**src/rtl/bram_pkg.sv**
```systemverilog
// Shared types for the simple-dual-port block RAM: FSM states and
// read-during-write mode encodings.
package bram_pkg;

  typedef enum logic {
    CLEAR = 1'b0,
    READY = 1'b1
  } state_t;

  localparam int RDW_OLD = 0;
  localparam int RDW_NEW = 1;

endpackage

```
**src/rtl/bram_sdp_core.sv**
```systemverilog
// Storage array with byte-enable write port and a registered read port.
// Out-of-range addresses (non power-of-2 DEPTH) never touch the array;
// reading one returns zero.
module bram_sdp_core #(
  parameter  int WIDTH  = 8,
  parameter  int DEPTH  = 16,
  localparam int ADDR_W = $clog2(DEPTH),
  localparam int NB     = WIDTH / 8
) (
  input  logic              clk,
  input  logic              rst,
  input  logic              wr_en,
  input  logic [ADDR_W-1:0] wr_addr,
  input  logic [WIDTH-1:0]  wr_data,
  input  logic [NB-1:0]     wr_be,
  input  logic              rd_en,
  input  logic [ADDR_W-1:0] rd_addr,
  output logic [WIDTH-1:0]  rd_data
);

  localparam logic [ADDR_W:0] DEPTH_L = DEPTH[ADDR_W:0];

  logic [WIDTH-1:0] mem [DEPTH];
  logic             wr_ok;
  logic             rd_ok;

  assign wr_ok = {1'b0, wr_addr} < DEPTH_L;
  assign rd_ok = {1'b0, rd_addr} < DEPTH_L;

  // Byte-lane write: only lanes with their enable set are updated.
  // NOTE: the array itself has no reset; the clear sweep in the parent zeroes it.
  always_ff @(posedge clk) begin
    if (wr_en && wr_ok) begin
      for (int b = 0; b < NB; b++) begin
        if (wr_be[b]) mem[wr_addr][b*8 +: 8] <= wr_data[b*8 +: 8];
      end
    end
  end

  // Registered read; holds its value between accepted reads.
  always_ff @(posedge clk) begin
    if (rst)        rd_data <= '0;
    else if (rd_en) rd_data <= rd_ok ? mem[rd_addr] : '0;
  end

endmodule

```
**src/rtl/bram_sdp.sv**
```systemverilog
// Simple-dual-port block RAM with a post-reset clear sweep, selectable
// read-during-write behaviour and one or two cycles of read latency.
module bram_sdp
  import bram_pkg::*;
#(
  parameter  int WIDTH    = 8,
  parameter  int DEPTH    = 16,
  parameter  int RD_LAT   = 1,
  parameter  int RDW_MODE = 0,
  localparam int ADDR_W   = $clog2(DEPTH),
  localparam int NB       = WIDTH / 8
) (
  input  logic              clk,
  input  logic              rst,
  input  logic              wr_en,
  input  logic [ADDR_W-1:0] wr_addr,
  input  logic [WIDTH-1:0]  wr_data,
  input  logic [NB-1:0]     wr_be,
  input  logic              rd_en,
  input  logic [ADDR_W-1:0] rd_addr,
  output logic [WIDTH-1:0]  rd_data,
  output logic              rd_valid,
  output logic              busy
);

  localparam logic [ADDR_W-1:0] LAST_ADDR = ADDR_W'(DEPTH - 1);
  localparam logic [ADDR_W:0]   DEPTH_L   = DEPTH[ADDR_W:0];

  state_t            state;
  logic [ADDR_W-1:0] clr_cnt;
  logic              busy_q;
  logic              rd_acc;
  logic              wr_acc;
  logic              same_addr;

  logic              c_wr_en;
  logic [ADDR_W-1:0] c_wr_addr;
  logic [WIDTH-1:0]  c_wr_data;
  logic [NB-1:0]     c_wr_be;
  logic [WIDTH-1:0]  core_q;

  logic              v1;
  logic [NB-1:0]     byp_be;
  logic [WIDTH-1:0]  byp_data;
  logic [WIDTH-1:0]  d1;
  logic              valid_q;
  logic [WIDTH-1:0]  data_q;

  assign rd_acc    = rd_en && (state == READY) && !rst;
  assign wr_acc    = wr_en && (state == READY) && !rst;
  assign same_addr = (wr_addr == rd_addr) && ({1'b0, rd_addr} < DEPTH_L);

  // Clear FSM: sweep zeros through every address, then serve requests.
  always_ff @(posedge clk) begin
    if (rst) begin
      state   <= CLEAR;
      clr_cnt <= '0;
      busy_q  <= 1'b1;
    end else begin
      case (state)
        CLEAR: begin
          clr_cnt <= clr_cnt + ADDR_W'(1);
          if (clr_cnt == LAST_ADDR) begin
            state  <= READY;
            busy_q <= 1'b0;
          end
        end
        default: ;
      endcase
    end
  end

  // Write port mux: the sweep owns the write port while clearing.
  // NOTE: every output gets a default first so no latch is inferred.
  always_comb begin
    c_wr_en   = wr_acc;
    c_wr_addr = wr_addr;
    c_wr_data = wr_data;
    c_wr_be   = wr_be;
    if (state == CLEAR) begin
      c_wr_en   = !rst;
      c_wr_addr = clr_cnt;
      c_wr_data = '0;
      c_wr_be   = '1;
    end
  end

  bram_sdp_core #(
    .WIDTH (WIDTH),
    .DEPTH (DEPTH)
  ) u_core (
    .clk     (clk),
    .rst     (rst),
    .wr_en   (c_wr_en),
    .wr_addr (c_wr_addr),
    .wr_data (c_wr_data),
    .wr_be   (c_wr_be),
    .rd_en   (rd_acc),
    .rd_addr (rd_addr),
    .rd_data (core_q)
  );

  // First read stage: valid flag plus the write bytes to forward on a same-address collision.
  // NOTE: sequential state uses non-blocking assignments so all registers update together.
  always_ff @(posedge clk) begin
    if (rst) begin
      v1       <= 1'b0;
      byp_be   <= '0;
      byp_data <= '0;
    end else begin
      v1 <= rd_acc;
      if (rd_acc) begin
        byp_data <= wr_data;
        byp_be   <= (RDW_MODE == RDW_NEW && wr_acc && same_addr) ? wr_be : '0;
      end
    end
  end

  // Merge forwarded bytes over the array's old data.
  always_comb begin
    d1 = core_q;
    for (int b = 0; b < NB; b++) begin
      if (byp_be[b]) d1[b*8 +: 8] = byp_data[b*8 +: 8];
    end
  end

  generate
    if (RD_LAT == 2) begin : g_lat2
      // Plain output register stage; no stall path.
      always_ff @(posedge clk) begin
        if (rst) begin
          valid_q <= 1'b0;
          data_q  <= '0;
        end else begin
          valid_q <= v1;
          if (v1) data_q <= d1;
        end
      end
    end else begin : g_lat1
      assign valid_q = v1;
      assign data_q  = d1;
    end
  endgenerate

  // Reset forces the idle/busy output values for the whole time it is held.
  assign rd_valid = valid_q && !rst;
  assign rd_data  = rst ? '0 : data_q;
  assign busy     = busy_q || rst;

endmodule
```
**config.mk**
```make
export PLATFORM = sky130hd
export DESIGN_NAME = bram_sdp
export DESIGN_NICKNAME = d
export VERILOG_FILES = /design/src/rtl/bram_pkg.sv /design/src/rtl/bram_sdp_core.sv /design/src/rtl/bram_sdp.sv
export SDC_FILE = /design/constraint.sdc
export NUM_CORES = 1
export LEC_CHECK = 0
export BUFFER_PORTS_ARGS = -buffer_cell sky130_fd_sc_hd__buf_2
export CAP_MARGIN = 20
export CELL_PAD_IN_SITES_DETAIL_PLACEMENT = 1
export CELL_PAD_IN_SITES_GLOBAL_PLACEMENT = 2
export CORE_UTILIZATION = 40
export DETAILED_ROUTE_END_ITERATION = 10
export PLACE_DENSITY_LB_ADDON = 0.05
export SETUP_SLACK_MARGIN = 0.2
export SLEW_MARGIN = 20
export SYNTH_ARGS = -nofsm -noshare
export SYNTH_HDL_FRONTEND = slang
export SYNTH_HIERARCHICAL = 1
export SYNTH_SLANG_ARGS = --single-unit
```
**constraint.sdc**
```tcl
create_clock -name clk -period 6.4 [get_ports clk]
set_input_delay 0 -clock clk [delete_from_list [all_inputs] [get_ports clk]]
set_output_delay 0 -clock clk [all_outputs]
set_load 0.02 [all_outputs]
```
==> metrics.md <==
| Metric | Value |
|---|---|
| Crit path arrival time | between 2 and 3 ns |
| RePlAce Congestion | slightly below 0.7 |
| Drc violations | 0 |
| Largest area contributor in the netlist | edfxtp_1 |
| Port Buffers | 30 |
| Hold Path Class | input port to register |
| Largest family of logic cells by synthesized area | multiplexers |
| Simple-gate share of the synthesized area | 9.04% |
| CTS H-Tree Depth | 4 |
| Leakage power | between 2 and 3 nW |
| Max-slew headroom | 27.5% |
| # setup viols final | 0 |
| Congestion Overflow GR | 0 |
| GRT Util Overall | 19.5% |
| Post-synthesis mux area share | 12.0% |
| Seq/Total Area, Yosys | a little under three quarters |
| Post-CTS Setup Inserts | 0 |
| Core box area | 14000 sq um |
| Top post-synthesis cells by area | edfxtp_1, mux2i_1, dfxtp_1, a22oi_1, nand3_1 |
| Initial DRC count | 151 |
| CTS tree | yes |
| RR Startpoint | state |
| Cell family with most CP delay | simple AND/OR/NAND/NOR gates |
| Startpoint Class | register |
| Placed inst area | 6050 sq um |
| F_max | 346 MHz |
| DR pass1 iterations | 4 |
| Die X-Extent | 123 microns |
| Levels on crit path | 3 |
| Adder-Cell Fraction of Synth Area | 0.215% |
| Diodes inserted | 0 |
| Synthesized cell area | between 5000 and 6000 sq um |
| Initial antenna violation count | 0 |
| Post-DP HPWL | between 8000 and 9000 microns |
| Fin crit share | 45.2% |
| Seq cells post-synth | 143 |
| Vias per cell | 5.27 |
| I/O pin count | 31 |
| Design Area, Final | 6700 sq um |
| CP peak stage delay | 0.85 ns |
| RSZ-0062 raised after global routing | false |
| Critical path data required time | between 6 and 7 ns |
| Compound-Gate Fraction of Synth Area | 4.11% |
| Post-route clock skew | 0.00495 ns |
| Max Cap Viol | 0 |
| Chip height | about 120 microns |
| Post-synthesis xor/xnor area fraction | 0.452% |
| Root Buffer | clkbuf_16 |
| Clk_lat worst skew | 0.41 ns |
| Worst reg-to-reg path cell count | 3 |
| Mapped Cells | 370 |
| Max-slew violations | 0 |
| Routed wire per std cell | 22.4 microns |
| Initial Utilization | approximately two fifths |
| CP bufs+invs | 0 |
| Clock buffer depth | 2 |
| Cell Pwr Density | 319 nW/um^2 |
| CP cell instances | mux2_2 -> or3_1 -> nor3_1 |
| YS warnings | 6 |
| Worst setup EP type | register |
| Post-cts resize count | 0 |
| Layout cells sized above 1 | 17.9% |
| DR vias | between 3000 and 4000 |
| Inserted Clock Buffers | 17 |
| Fillers | 1382 |
| Final Hold Viols | 0 |
| Worst hold stages | 4 |
| Die ar. | 15000 sq um |
| Top FF cell, synth | edfxtp_1 |
| Synth cell types | 33 |
| Least-Margin Pin Slew | approximately 1.1 ns |
| Min Tclk post-route | 2.89 ns |
| Crit path launch | state |
| Pin count of the biggest net entering global routing | 65 |
| Crit path kind | register to register |
| Status | complete, no violations |
| Cell Rows | 43 |
| Synthesized area per cell | 15.7 sq um |
| Syn-to-layout area delta | 15.2% |
| Crit Path Max Fanout | 22 |
| Clock sinks | 143 |
| Clock transition at the registers of the reported paths | 0.06 ns |
| Vias in the first global route | 3159 |
| Syn_nets | 392 |
| Hold_sp | rd_addr[1] |
| CP max stage cell | nor3_1 |
| Routed WL | 13400 microns |
| Synth top area share | 66.1% |
| Final ANT Viol Nets | 0 |
| Fraction of registers with async set/reset | 0% |
| First-pass GRT wire length | 19900 microns |
| Total Nets Final | 428 |
| Setup_tns | 0 ns |
| Post-synth EDFFs | 128 |
| Worst ir drop on vdd | around 210 uV |
[layout make-up]
cell class	instances	area, sq um	share of cell area (%)
Clock inverter	14	191	2.86
Clock buffer	18	429	6.40
Multi-Input combinational cell	209	1520	22.6
Timing Repair Buffer	34	191	2.86
Inverter	1	3.75	0.0560
Tap cell	180	225	3.36
Sequential cell	143	4140	61.8
[worst min-delay path: stages]
cell,delay (ns)
buf_2,0.10
nor3b_2,0.11
nand3_1,0.12
nand3_1,0.07
[report_power, final]
group	leakage, nW	internal [mW]	switching, mW
registers	1.38	1.02	0.00454
clock network	0.292	0.652	0.382
logic	0.840	0.0303	0.0518
total	2.51	1.70	0.439
[cells in the mapped netlist (7+ instances only)]
| cell | count |
|---|---|
| edfxtp_1 | 128 |
| mux2i_1 | 65 |
| a22oi_1 | 24 |
| nand3_1 | 24 |
| nor2_1 | 20 |
| nand2_1 | 19 |
| dfxtp_1 | 15 |
| nor2b_1 | 11 |
| a21oi_1 | 9 |
| and2_1 | 9 |
| buf_2 | 7 |
[per-layer routing]
| metal | wire [microns] | share of wire [%] | global-route usage (%) |
|---|---|---|---|
| met1 | 6620 | 49 | 27.4 |
| met2 | 6380 | 48 | 30.1 |
| met3 | 258 | 1.9 | 3.76 |
| met4 | 167 | 1.2 | 7.09 |
| met5 | 0 | 0 | 0 |
[state kept, by name, indices dropped and copies added, names as in the netlist]
signal and cells:
u_core/mem 128, clr_cnt 4, busy_q 1, state 1
v1 1, u_core/rd_data 8
[placed cells by master (no fill, tap or decap), types with 11 or more instances in the layout]
master and instances:
a22oi_1 24, buf_2 29, clkbuf_16 17, dfxtp_1 15
edfxtp_1 128, mux2i_1 65, nand2_1 19, nand3_1 24
nor2_1 19, nor2b_1 11
[path summary, 6_finish.rpt]
path	to	slack, ns
max	u_core/mem[0][2]	3.51
max reg2reg	u_core/mem[0][2]	3.51
min reg2reg	busy_q	0.45
min	u_core/rd_data[6]	0.04
[through the flow]
step	setup slack (ns)	utilization [%]	hold slack (ns)	instances	power (mW)
2_1_floorplan	4.15	-	0.0781	370	1.10
3_3_place_gp	3.63	43.0	0.370	565	1.12
3_5_place_dp	3.48	43.1	0.367	565	1.12
4_1_cts	3.46	47.6	0.0316	599	2.15
5_1_grt	3.34	47.7	0.0949	599	2.19
6_report	3.51	47.7	0.0438	599	2.14
[cells by family (layout without fill, tap and decap cells)]
logic type,Yosys count,count (layout)
compound gates,35,35
xor+xnor,3,3
fa+ha+maj,1,1
buf+inv,18,67
flops,143,143
mux,69,69
simple gates,101,101
[timing repair]
| item | 4_1_cts | 5_1_grt |
|---|---|---|
| endpoints found under the hold margin | 2 | 0 |
| hold buffers | 2 | 0 |
| setup endpoints to repair | 0 | 0 |
Note: power is estimated with default switching activity, not from simulation.
